`src/rtl/sticky_event_reader.sv`:
```
// Sticky event status register with read-and-clear handshake, overrun tracking
// and a maskable interrupt.
module sticky_event_reader (
  input  logic       clk,
  input  logic       rst,
  input  logic [7:0] evt,
  input  logic [7:0] irq_en,
  input  logic       rd_req,
  output logic       rd_ack,
  output logic [7:0] rd_data,
  output logic [7:0] rd_ovr,
  output logic       irq
);

  typedef enum logic [1:0] {
    IDLE = 2'd0,
    SNAP = 2'd1,
    ACK  = 2'd2,
    WAIT = 2'd3
  } state_t;

  state_t     state_q, state_d;
  logic [7:0] status_q, status_d;
  logic [7:0] ovr_q, ovr_d;
  logic [7:0] rd_data_q, rd_data_d;
  logic [7:0] rd_ovr_q, rd_ovr_d;
  logic       rd_ack_q, rd_ack_d;

  always_comb begin
    state_d   = state_q;
    status_d  = status_q | evt;
    ovr_d     = ovr_q | (evt & status_q);
    rd_data_d = rd_data_q;
    rd_ovr_d  = rd_ovr_q;
    rd_ack_d  = 1'b0;

    unique case (state_q)
      IDLE: if (rd_req) state_d = SNAP;
      SNAP: begin
        // Clear and reload with this cycle's events so a coincident event is kept.
        rd_data_d = status_q;
        rd_ovr_d  = ovr_q;
        status_d  = evt;
        ovr_d     = '0;
        rd_ack_d  = 1'b1;
        state_d   = ACK;
      end
      ACK:  state_d = WAIT;
      WAIT: if (!rd_req) state_d = IDLE;
      default: state_d = IDLE;
    endcase
  end

  always_ff @(posedge clk) begin
    if (rst) begin
      state_q   <= IDLE;
      status_q  <= '0;
      ovr_q     <= '0;
      rd_data_q <= '0;
      rd_ovr_q  <= '0;
      rd_ack_q  <= 1'b0;
    end else begin
      state_q   <= state_d;
      status_q  <= status_d;
      ovr_q     <= ovr_d;
      rd_data_q <= rd_data_d;
      rd_ovr_q  <= rd_ovr_d;
      rd_ack_q  <= rd_ack_d;
    end
  end

  assign rd_ack  = rd_ack_q;
  assign rd_data = rd_data_q;
  assign rd_ovr  = rd_ovr_q;
  assign irq     = |(status_q & irq_en);

endmodule

```
`config.mk`:
```
export PLATFORM = sky130hd
export DESIGN_NAME = sticky_event_reader
export DESIGN_NICKNAME = d
export VERILOG_FILES = /design/src/rtl/sticky_event_reader.sv
export SDC_FILE = /design/constraint.sdc
export NUM_CORES = 1
export LEC_CHECK = 0
export CORE_MARGIN = 10
export CORE_UTILIZATION = 39
export CTS_CLUSTER_DIAMETER = 100
export DETAILED_ROUTE_END_ITERATION = 8
export PLACE_DENSITY = 0.64
export SLEW_MARGIN = 20
export SYNTH_ARGS = -nofsm -noshare
export SYNTH_HDL_FRONTEND = slang
export SYNTH_SLANG_ARGS = --single-unit
```
`constraint.sdc`:
```
create_clock -name clk -period 2.2 [get_ports clk]
set_input_delay 0.44 -clock clk [delete_from_list [all_inputs] [get_ports clk]]
set_output_delay 0.44 -clock clk [all_outputs]
set_load 0.01 [all_outputs]
```
After elaboration in Yosys (flattened, before gate mapping)
Index checks and enable logic that the tools add are counted.
{ "op_classes": {"eq_ne": 5, "n_mux": 5, "bitwise": 4, "n_reduce_logical": 4} }
{ "op_table": {"columns": ["op", "n"], "rows": [
  ["$and 8x8->8", 2],
  ["$or 8x8->8", 2],
  ["$mux 8", 1],
  ["$pmux 2 s4", 1],
  ["$reduce_or 8->1", 1],
  ["$eq 2x2->1 const B", 2],
  ["$mux 2", 2],
  ["$ne 2x2->1 const B", 2],
  ["$eq 2x1->1 const B", 1],
  ["$logic_not 2->1", 1],
  ["$reduce_and 2->1", 1],
  ["$reduce_or 2->1", 1],
  ["$mux 1", 1]
]} }
{ "totals": {"regBits": 35, "output_inout_bits": 18, "word_cells": 24} }

Longest topological paths before layout
{ "logic_depth": {"depth_word": 3, "mapped_depth": 6, "depth_no_buf": 4} }

Least setup slack after synthesis
OpenSTA, ideal clock, no wires.
{ "synth_timing": {"path_kind": "reg2reg", "startpoint": "reg state_q[1]", "endpoint": "reg ovr_q[0]", "setup_time_ps": 64, "arrival_ps": 1157, "required_ps": 2136, "slack_ps": 979, "path_stages_with_launch": 7, "period_less_slack_ps": 1221, "cell_sequence": "dfxtp_1 > inv_1 > ha_1 > buf_6 > or2_1 > buf_6 > nor2_1"} }
{ "synth_via": {"elab_chain_cells": 2} }
{ "synth_lines": {"columns": ["item", "line", "text"], "rows": [
  ["from (decl)", "22", "state_t state_q, state_d;"],
  ["from (signal assigned)", "63", "state_q <= state_d;"],
  ["$eq 2x1->1", "37", "unique case (state_q)"],
  ["$reduce_or 2->1 (no source line)", null, null],
  ["to (signal assigned)", "65", "ovr_q <= ovr_d;"],
  ["to (decl)", "24", "logic [7:0] ovr_q, ovr_d;"]
]} }
No other way between the ends.
A chain may end at the register's enable or synchronous reset.

Final worst setup path
{ "layout_timing": {"startpoint": "in irq_en[0]", "endpoint": "out irq"} }
{ "layout_via": {"elab_chain_cells": 2} }
{ "layout_lines": {"columns": ["item", "line", "text"], "rows": [
  ["from (decl)", "7", "input logic [7:0] irq_en,"],
  ["$and 8x8->8", "75", "assign irq = |(status_q & irq_en);"],
  ["$reduce_or 8->1", "75", null],
  ["to (decl)", "12", "output logic irq"]
]} }
No other way between the ends.

==> results.ini <==
[global_routing]
grt_pass1_wl_um=4698
grt_overflow=0
grt_pass1_vias=1056
antenna_found_initial=0
grt_usage_pct=9.491
grt_max_degree=26

[critical_path]
worstSetupStartpointType=primary input
crit_path_start=irq_en[0]
cp.arrival_ps=1380
cp_cell_sequence=clkdlybuf4s50_1 -> a22oi_1 -> nand4_1 -> dlymetal6s2s_1
cp_slowest_cell=clkdlybuf4s50_1
worst_path_largest_cell_delay_ps=410
end_kind=output pin
crit_required_ps=1760
worstPathMaxFanout=1
r2r-start=state_q[1]
criticalPathCategory=in -> out

[sta]
period_needed_ps=1819
rsz0062_at_grt=no
tns_ps=0
fmax_mhz=549.8
hold_viol=0
fin_crit_sh_pct=82.68
maxSlewViolCount=0
finalWorstSetupSlack_ps=381.1
maxSlewHeadroom_pct=77.91
fin_skew_ps=11.87
tightest_slew_ps=331.4
setup_viol=0

[floorplanning]
fp.dieW_um=78.76
start_util_pct=40.34
die_h_um=78.76
num_rows=21
dieArea_sq_um=6202
num_io_pins=37
core-area_sq_um=3337

[outcome]
status=finished clean

[synthesis]
synth_area_sq_um=1346
ys_seq_area_share_pct=52.04
synth_nets=159
syn-instance-count=135
avgSynthCellArea_sq_um=9.973
synth_seq_cells=35
yosysUniqueCellTypes=14
ys.warnings.count=0

[placed_design]
hpwl_um=2151
port_buffers=36
dpl_worst_slack_ps=63.32
dp_cells=213
place_congestion=0.7218
placed_cell_area_sq_um=1727

[clock_network]
cts_buffers=5
path_clk_slew_ps=100
cts_tree=done
cts_num_sinks=35
clockBufferDepth=2
h-tree-depth=2
root_buffer=clkbuf_4
worstSkewPairLatency_ps=340

[routing]
wl_um=2865
firstDrtPassIters=4
vias_per_cell=4.620
ant_nets=0
wire_per_inst_um=12.96
drc=0
vias=1021
drtIter0Drc=38

[cells_and_area]
final_util_pct=54.41
layout_common_cells=35 x clkdlybuf4s50_1, 35 x dfxtp_1, 24 x nor2_1
fin_nets=198
drive_gt1_share_pct=6.286
fin_cells=221
fin_area_sq_um=1815
diodes=0
syn2layout_area_growth_pct=34.85

[run]
cap_viol_max_count=0

[power_and_ir_drop]
leakage_uw=0.0007478
sequentialPowerShare_pct=43.7
power_frac_comb_pct=29.7
ir_drop_uv=465.3
power_density_nw_per_um2=996.8
p_sw_uw=525.6
internal_power_uw=1284
p_clk_share_pct=26.6
switching_share_pct=29.04

[hold_path]
hp-class=reg -> reg
hp-start=ovr_q[4]

metrics by stage:
stage	hold slack, ps	power, uW
2_1_floorplan	436.5	1201
3_3_place_gp	449.7	1335
3_5_place_dp	462.9	1356
4_1_cts	487.8	1841
5_1_grt	515.0	1923
6_report	484.1	1810
worst max-delay path: cells and delay by family:
family	cells	cell delay (ps)
compound gates	1	220
buf+inv	2	600
simple gates	1	120
final timing paths:
kind / to / slack [ps] / cells after the start
worst max-delay path: irq / 380 / 4
worst max register to register: ovr_q[6] / 750 / 5
worst min-delay path: ovr_q[4] / 480 / 2
worst min register to register: ovr_q[4] / 480 / 2
logic make-up after synthesis:
| logic type | Yosys count | share of synthesized area [%] |
|---|---|---|
| DFF | 35 | 52.04 |
| AOI/OAI and AO/OA | 21 | 8.737 |
| and+or+nand+nor | 38 | 13.20 |
| buffers and inverters | 17 | 7.249 |
| muxes | 19 | 14.13 |
| adders and majority gates | 5 | 4.647 |
layer usage:
layer / global-route usage [%] / wire [um] / share of wire, % / vias up
met1: 10.02 / 1251 / 44 / 463
met5: 0 / 0 / 0 / -
li1: - / - / - / 521
met4: 4.839 / 61 / 2.1 / 0
met2: 14.80 / 1268 / 44 / 29
met3: 5.518 / 283 / 9.9 / 8
power by group through the flow:
stage          combinational, uW  sequential [uW]  clock, uW
6_report                     538              791        481
5_1_grt                      593              805        526
4_1_cts                      551              794        496
3_5_place_dp                 548              808          0
3_3_place_gp                 532              803          0
2_1_floorplan                391              811          0
cell type report:
cell class                 count  area, sq um
clock buffer                   6        51.30
clock inverter                 2        35.03
fill                         308         1521
inverter                      10        37.54
multi-input combinational     83        548.0
sequential                    35        700.7
tap                           46        57.56
timing repair buffer          39        385.4
synth_stat cells:
master / number / area (sq um)
a21oi_1: 16 / 80.08
a22oi_1: 4 / 30.03
buf_2: 3 / 15.01
buf_6: 4 / 45.04
dfxtp_1: 35 / 700.7
ha_1: 5 / 62.56
inv_1: 10 / 37.54
mux2i_1: 19 / 190.2
nand2b_1: 11 / 68.82
nand4_1: 1 / 6.260
nor2_1: 24 / 90.09
nor2b_1: 1 / 6.260
o21bai_1: 1 / 7.510
or2_1: 1 / 6.260
registers in the layout, indices dropped and copies added (netlist names):
name and flops:
status_q 8, state_q 2, ovr_q 8, rd_ovr 8, rd_data 8, rd_ack 1
timing repair:
| action | CTS | global route |
|---|---|---|
| endpoints found under the setup margin | 0 | 1 |
| buffers inserted | 0 | 0 |
| hold buffers | 0 | 0 |
| gates resized for setup | 0 | 1 |
No activity file was read; power rests on OpenSTA's default activity.
